--- src/rtl/uart_pkg.sv ---
// uart_pkg: definitions shared by the UART receive and transmit blocks.
//   uart_state_e : frame-level FSM states
//   PARITY_*     : parity mode codes for the PARITY parameter
//   uart_div     : clocks per oversample tick
//   uart_maj3    : 2-of-3 majority vote used for bit decisions
package uart_pkg;

    typedef enum logic [2:0] {
        ST_IDLE   = 3'd0,
        ST_START  = 3'd1,
        ST_DATA   = 3'd2,
        ST_PARITY = 3'd3,
        ST_STOP   = 3'd4
    } uart_state_e;

    localparam logic [1:0] PARITY_NONE = 2'd0;
    localparam logic [1:0] PARITY_ODD  = 2'd1;
    localparam logic [1:0] PARITY_EVEN = 2'd2;

    function automatic int uart_div(input int freq, input int baudrate, input int oversample);
        return freq / (baudrate * oversample);
    endfunction

    function automatic logic uart_maj3(input logic a, input logic b, input logic c);
        return (a & b) | (a & c) | (b & c);
    endfunction

endpackage

--- src/rtl/uart_baud_tick.sv ---
// uart_baud_tick: free-running oversample tick generator.
//   clk  in  clock
//   rst  in  asynchronous active-high reset
//   tick out one-cycle pulse every FREQ/(BAUDRATE*OVERSAMPLE) clocks
module uart_baud_tick
    import uart_pkg::*;
#(
    parameter int FREQ       = 50_000_000,
    parameter int BAUDRATE   = 19200,
    parameter int OVERSAMPLE = 16
) (
    input  logic clk,
    input  logic rst,
    output logic tick
);

    localparam int DIV = uart_div(FREQ, BAUDRATE, OVERSAMPLE);
    localparam int CW  = (DIV > 1) ? $clog2(DIV) : 1;
    localparam logic [CW-1:0] DIV_LAST = CW'(DIV - 1);
    localparam logic [CW-1:0] CNT_ONE  = CW'(1);
    localparam logic [CW-1:0] CNT_ZERO = CW'(0);

    if (DIV < 1) begin : g_bad_div
        $error("uart_baud_tick: clock too slow for BAUDRATE*OVERSAMPLE");
    end

    logic [CW-1:0] div_cnt_r;

    // Divider counter; tick is registered so it is glitch-free for the FSM.
    always_ff @(posedge clk or posedge rst) begin
        if (rst) begin
            div_cnt_r <= CNT_ZERO;
            tick      <= 1'b0;
        end else if (div_cnt_r == DIV_LAST) begin
            div_cnt_r <= CNT_ZERO;
            tick      <= 1'b1;
        end else begin
            div_cnt_r <= div_cnt_r + CNT_ONE;
            tick      <= 1'b0;
        end
    end

endmodule

--- src/rtl/uart_rx_cfg.sv ---
// uart_rx_cfg: configurable UART receiver (5-9 data bits, none/odd/even parity,
// 1-2 stop bits, 3-sample majority vote, false-start rejection).
//   clk, rst            clock, asynchronous active-high reset
//   rx                  asynchronous serial line, idle high
//   rx_data/rx_valid    received word, held until rx_valid & rx_ready
//   rx_ready            consumer accept
//   parity_err/frame_err flags for the word in rx_data
//   overrun             one-cycle pulse when a finished frame is dropped
//   busy                FSM not idle
module uart_rx_cfg
    import uart_pkg::*;
#(
    parameter int FREQ       = 50_000_000,
    parameter int BAUDRATE   = 19200,
    parameter int OVERSAMPLE = 16,
    parameter int DATA_BITS  = 8,
    parameter int PARITY     = 0,
    parameter int STOP_BITS  = 1
) (
    input  logic                 clk,
    input  logic                 rst,
    input  logic                 rx,
    output logic [DATA_BITS-1:0] rx_data,
    output logic                 rx_valid,
    input  logic                 rx_ready,
    output logic                 parity_err,
    output logic                 frame_err,
    output logic                 overrun,
    output logic                 busy
);

    localparam int DIV = uart_div(FREQ, BAUDRATE, OVERSAMPLE);
    localparam int M   = OVERSAMPLE / 2;
    localparam int CW  = $clog2(OVERSAMPLE);
    localparam logic [CW-1:0] C_ZERO = CW'(0);
    localparam logic [CW-1:0] C_ONE  = CW'(1);
    localparam logic [CW-1:0] C_S0   = CW'(M - 1);
    localparam logic [CW-1:0] C_S1   = CW'(M);
    localparam logic [CW-1:0] C_DEC  = CW'(M + 1);
    localparam logic [CW-1:0] C_LAST = CW'(OVERSAMPLE - 1);
    localparam logic [3:0] BC_DATA      = 4'(DATA_BITS);
    localparam logic [3:0] BC_STOP_LAST = 4'(STOP_BITS - 1);
    localparam logic [1:0] PAR_MODE     = PARITY[1:0];
    localparam logic       PAR_TARGET   = (PAR_MODE == PARITY_ODD) ? 1'b1 : 1'b0;
    localparam logic       HAS_PARITY   = (PAR_MODE != PARITY_NONE) ? 1'b1 : 1'b0;

    if (DIV < 1 || OVERSAMPLE < 8 || (OVERSAMPLE % 2) != 0 || DATA_BITS < 5 || DATA_BITS > 9 ||
        PARITY < 0 || PARITY > 2 || STOP_BITS < 1 || STOP_BITS > 2) begin : g_bad_params
        $error("uart_rx_cfg: parameter out of range");
    end

    logic                 tick_s;
    logic                 rx_meta_r, rxs_r, rxs_prev_r;
    uart_state_e          state_r, state_s;
    logic [CW-1:0]        cnt_r, cnt_s;
    logic [3:0]           bit_cnt_r, bit_cnt_s;
    logic [DATA_BITS-1:0] shift_r, shift_s;
    logic [1:0]           smp_r, smp_s;
    logic                 perr_r, perr_s, ferr_r, ferr_s;
    logic                 vote_s, done_s;

    uart_baud_tick #(
        .FREQ      (FREQ),
        .BAUDRATE  (BAUDRATE),
        .OVERSAMPLE(OVERSAMPLE)
    ) u_tick (
        .clk (clk),
        .rst (rst),
        .tick(tick_s)
    );

    // Two-flop synchroniser plus one delayed copy for start-edge detection.
    always_ff @(posedge clk or posedge rst) begin
        if (rst) begin
            rx_meta_r  <= 1'b1;
            rxs_r      <= 1'b1;
            rxs_prev_r <= 1'b1;
        end else begin
            rx_meta_r  <= rx;
            rxs_r      <= rx_meta_r;
            rxs_prev_r <= rxs_r;
        end
    end

    // Frame FSM state, bit-timing counters, shift register and error accumulators.
    always_ff @(posedge clk or posedge rst) begin
        if (rst) begin
            state_r   <= ST_IDLE;
            cnt_r     <= C_ZERO;
            bit_cnt_r <= 4'd0;
            shift_r   <= {DATA_BITS{1'b0}};
            smp_r     <= 2'b11;
            perr_r    <= 1'b0;
            ferr_r    <= 1'b0;
        end else begin
            state_r   <= state_s;
            cnt_r     <= cnt_s;
            bit_cnt_r <= bit_cnt_s;
            shift_r   <= shift_s;
            smp_r     <= smp_s;
            perr_r    <= perr_s;
            ferr_r    <= ferr_s;
        end
    end

    // Next-state logic. The bit decision at c = M+1 combines the two stored samples
    // with the live synchronised line value as the third sample.
    always_comb begin
        state_s   = state_r;
        cnt_s     = cnt_r;
        bit_cnt_s = bit_cnt_r;
        shift_s   = shift_r;
        smp_s     = smp_r;
        perr_s    = perr_r;
        ferr_s    = ferr_r;
        done_s    = 1'b0;
        vote_s    = uart_maj3(smp_r[0], smp_r[1], rxs_r);
        if (state_r == ST_IDLE) begin
            // Only a 1->0 transition starts a frame, so a line held low never retriggers.
            if (rxs_prev_r && !rxs_r) begin
                state_s   = ST_START;
                cnt_s     = C_ZERO;
                bit_cnt_s = 4'd0;
                perr_s    = 1'b0;
                ferr_s    = 1'b0;
            end else begin
                state_s = ST_IDLE;
            end
        end else if (tick_s) begin
            cnt_s = (cnt_r == C_LAST) ? C_ZERO : cnt_r + C_ONE;
            if (cnt_r == C_S0) begin
                smp_s[0] = rxs_r;
            end else if (cnt_r == C_S1) begin
                smp_s[1] = rxs_r;
            end else begin
                smp_s = smp_r;
            end
            case (state_r)
                ST_START: begin
                    if (cnt_r == C_DEC && vote_s) begin
                        state_s = ST_IDLE;                      // false start
                    end else if (cnt_r == C_LAST) begin
                        state_s = ST_DATA;
                    end else begin
                        state_s = ST_START;
                    end
                end
                ST_DATA: begin
                    if (cnt_r == C_DEC) begin
                        shift_s   = {vote_s, shift_r[DATA_BITS-1:1]};
                        bit_cnt_s = bit_cnt_r + 4'd1;
                    end else if (cnt_r == C_LAST && bit_cnt_r == BC_DATA) begin
                        state_s   = HAS_PARITY ? ST_PARITY : ST_STOP;
                        bit_cnt_s = 4'd0;
                    end else begin
                        state_s = ST_DATA;
                    end
                end
                ST_PARITY: begin
                    if (cnt_r == C_DEC) begin
                        perr_s = ((^shift_r) ^ vote_s) != PAR_TARGET;
                    end else if (cnt_r == C_LAST) begin
                        state_s = ST_STOP;
                    end else begin
                        state_s = ST_PARITY;
                    end
                end
                ST_STOP: begin
                    // Finish mid-way through the last stop bit to leave margin for resync.
                    if (cnt_r == C_DEC) begin
                        ferr_s = ferr_r | ~vote_s;
                        if (bit_cnt_r == BC_STOP_LAST) begin
                            done_s  = 1'b1;
                            state_s = ST_IDLE;
                        end else begin
                            bit_cnt_s = bit_cnt_r + 4'd1;
                        end
                    end else begin
                        state_s = ST_STOP;
                    end
                end
                default: begin
                    state_s = ST_IDLE;
                    cnt_s   = C_ZERO;
                end
            endcase
        end else begin
            cnt_s = cnt_r;
        end
    end

    // Output register and valid/ready handshake; a frame finishing while the
    // previous word is still unaccepted is dropped and flagged as overrun.
    always_ff @(posedge clk or posedge rst) begin
        if (rst) begin
            rx_data    <= {DATA_BITS{1'b0}};
            rx_valid   <= 1'b0;
            parity_err <= 1'b0;
            frame_err  <= 1'b0;
            overrun    <= 1'b0;
            busy       <= 1'b0;
        end else begin
            busy    <= (state_s != ST_IDLE);
            overrun <= 1'b0;
            if (done_s && (!rx_valid || rx_ready)) begin
                rx_data    <= shift_r;
                rx_valid   <= 1'b1;
                parity_err <= perr_r;
                frame_err  <= ferr_s;
            end else if (done_s) begin
                overrun <= 1'b1;
            end else if (rx_valid && rx_ready) begin
                rx_valid   <= 1'b0;
                parity_err <= 1'b0;
                frame_err  <= 1'b0;
            end else begin
                rx_valid <= rx_valid;
            end
        end
    end

endmodule

--- config.mk ---
export PLATFORM = sky130hd
export DESIGN_NAME = uart_rx_cfg
export DESIGN_NICKNAME = d
export VERILOG_FILES = /design/src/rtl/uart_pkg.sv /design/src/rtl/uart_baud_tick.sv /design/src/rtl/uart_rx_cfg.sv
export SDC_FILE = /design/constraint.sdc
export NUM_CORES = 1
export LEC_CHECK = 0
export CAP_MARGIN = 20
export CORE_AREA = 4 4 81 83
export CTS_BUF_LIST = sky130_fd_sc_hd__clkbuf_8
export DETAILED_ROUTE_END_ITERATION = 6
export DIE_AREA = 0 0 85 87
export PLACE_DENSITY = 0.66
export SETUP_SLACK_MARGIN = 0.1
export SYNTH_ARGS = -nofsm -noshare
export SYNTH_HDL_FRONTEND = slang
export SYNTH_SLANG_ARGS = --single-unit
--- constraint.sdc ---
create_clock -name clk -period 5.85 [get_ports clk]
set_input_delay 0.585 -clock clk [delete_from_list [all_inputs] [get_ports clk]]
set_output_delay 0.585 -clock clk [all_outputs]
set_load 0.1 [all_outputs]
==> flow_summary.ini <==
[run_status]
status = finished clean

[clock_tree]
root_buffer = clkbuf_8
cts_setup_buffers = 0
clk_pin_slew_ns = 0.09
cts_buffer_depth = 2
cts_resized = 0
cts_buffers = 5
cts_hold_buf = 0
cts.sinks = 48
cts_tree = done
htree_levels = 2
insertion_delay_ns = 0.31

[detailed_routing]
drt_iter0_markers = 148
viasPerCell = 5.064
vias = 1504
drt_pre_antenna_iters = 4
drc = 0
wl_per_cell_um = 13.02
ant_nets = 0
wl_mm = 3.866

[synthesis]
yosys-top-cells-area = dfrtp_1, mux2_2, dfstp_2
yosysSeqAreaShare_pct = 52.47
synth_seq_cells = 48
synth.top_cell.area_share_pct = 46.76
yosys.area.top_type = dfrtp_1
avgSynthCellArea_um2 = 11.28
synth_common_cells = dfrtp_1, mux2_2, nor2_1, o21ai_0, nand2_1
syn_inst = 204
yosysUniqueCellTypes = 46
synth.cell_area_um2 = 2301
post-synth-top-count-cell = dfrtp_1
synth_edf_count = 0
synth.yosys.warnings = 0
async_reset_ff_share_pct = 100.0
synth_ff_type = dfrtp_1
syn_nets = 215

[critical_path]
worstReg2RegStart = state_r[2]
cpPeakStageDelay_ns = 1.13
worstPathMaxFanout = 3
cp_slowest_cell = clkdlybuf4s50_1
cp-end-kind = output port
start_kind = flop
worstPathArrival_ns = 1.82
crit_type = flop to output port
path_delay_family = buffers and inverters
rrSetupSlack_ns = 3.75
critPathRequiredTime_ns = 5.27
cp_num_buf_inv = 1
critPathLaunch = rx_valid
cp_cell_sequence = clkdlybuf4s50_1

[global_route]
grt_first_pass_wirelength_mm = 6.658
track_usage_pct = 11.32
grt_max_degree = 49
grt_pass1_vias = 1454
grt_antenna_before_repair = 0
grt_overflow = 0

[sta]
final_max_slew_viol_count = 0
fmax_mhz = 416.4
hold_viol_final = 0
rsz0062_at_grt = false
max_slew_margin_pct = 34.20
skew_ns = 0.005932
worst_pin_slew_ns = 0.9839
finalCriticalPeriod_ns = 2.401
tns_ns = 0
fin_crit_sh_pct = 41.05
setup_viol = 0

[cells_and_area]
num_antenna_cells = 0
drive_above_1_share_pct = 19.37
syn_to_final_growth_pct = 13.87
fillCellCount = 518
final_nets = 232
fin_area_um2 = 2620

[floorplan]
die-area_um2 = 7395
core_area_um2 = 5851
row_count = 28
start_util_pct = 39.33
dieWidth_um = 85
io_pins = 17
die_y_um = 87

[place]
dp_hpwl_mm = 2.668
dpl_cell_area_um2 = 2522
portBuffers = 16
gp_congestion = 0.8151

[pwr]
p_leak_nw = 1.121
power_density_nw_per_um2 = 222.1
peakVddDrop_mv = 0.1652

[hold_path]
worstHoldStart = rx_meta_r
hold_path_class = flop to flop

[job]
maxCapViolCount = 0
[final timing paths]
kind,end,depth (start not counted)
max in group asynchronous,overrun,2
worst min-delay path,rxs_r,0
worst max register to register,bit_cnt_r[0],5
min in group asynchronous,cnt_r[0],2
worst min register to register,rxs_r,0
worst max-delay path,rx_valid,1
[logic make-up (layout without fill, tap and decap cells)]
family | after synthesis | count (layout) | synth area share [%]
flops | 48 | 48 | 52.47
compound gates | 29 | 29 | 8.103
simple gates | 68 | 68 | 16.26
fa+ha+maj | 8 | 8 | 4.241
buf+inv | 15 | 33 | 2.882
xor+xnor | 15 | 15 | 5.710
mux | 21 | 21 | 10.33
[layer usage]
metal	global-route usage, %	vias up	wire (um)
li1	-	741	-
met1	15.63	729	1904
met2	16.45	28	1720
met3	4.352	6	191
met4	3.453	0	49
met5	0	-	0
[cell usage in the layout, fill, tap and decap left out, types with 2 or more instances in the layout]
master           instances
a32o_1                   2
and3_1                   2
clkbuf_8                 6
clkdlybuf4s50_1         16
clkinvlp_4               2
dfrtp_1                 43
dfstp_2                  5
ha_1                     7
inv_1                    8
mux2_2                  18
mux2i_1                  2
nand2_1                 13
nand3_1                 10
nand3b_1                 4
nand4_1                  3
nor2_1                  16
nor2b_1                  3
o21ai_0                 16
o31ai_1                  4
or3_1                    2
xnor2_1                 12
xor2_1                   3
[where the power goes]
| part | internal (mW) | total (mW) | switching (mW) |
|---|---|---|---|
| Sequential | 0.336 | 0.340 | 0.00432 |
| Combinational | 0.00897 | 0.0307 | 0.0218 |
| Clock | 0.0958 | 0.211 | 0.115 |
[worst reg2reg max path, cell delays in order (launching register included)]
cell	delay (ns)
dfrtp_1	0.55
nor3_4	0.25
mux2i_1	0.21
or3b_4	0.44
or2_4	0.26
mux2_4	0.29
[layout make-up]
class,instances,area [um^2],share of cell area (%)
timing repair buffer,16,160.2,6.113
inverter,9,33.78,1.289
sequential,48,1207,46.08
clock inverter,2,15.01,0.5731
tap,75,93.84,3.582
multi-input combinational,141,1027,39.21
clock buffer,6,82.58,3.152
[registers in the layout, summed over array words and instances, names as in the netlist, 2 cells and up]
register and cells:
cnt_r 4, state_r 3, bit_cnt_r 4, u_tick.div_cnt_r 8, rx_data 8, smp_r 2
shift_r 8
[stage by stage]
stage                     cells  worst slack (ns)  util [%]  total power, mW  hold slack [ns]
after floorplan             204             3.933         -           0.3711           0.3452
after global placement      289             3.797     43.11           0.3774           0.3458
after detailed placement    289             3.780     43.11           0.3776           0.3529
after CTS                   297             3.443     44.78           0.5878           0.3704
after global routing        297             3.401     44.78           0.6065           0.3754
final                       297             3.449     44.78           0.5818           0.3685
No activity file was read; power rests on OpenSTA's default activity.
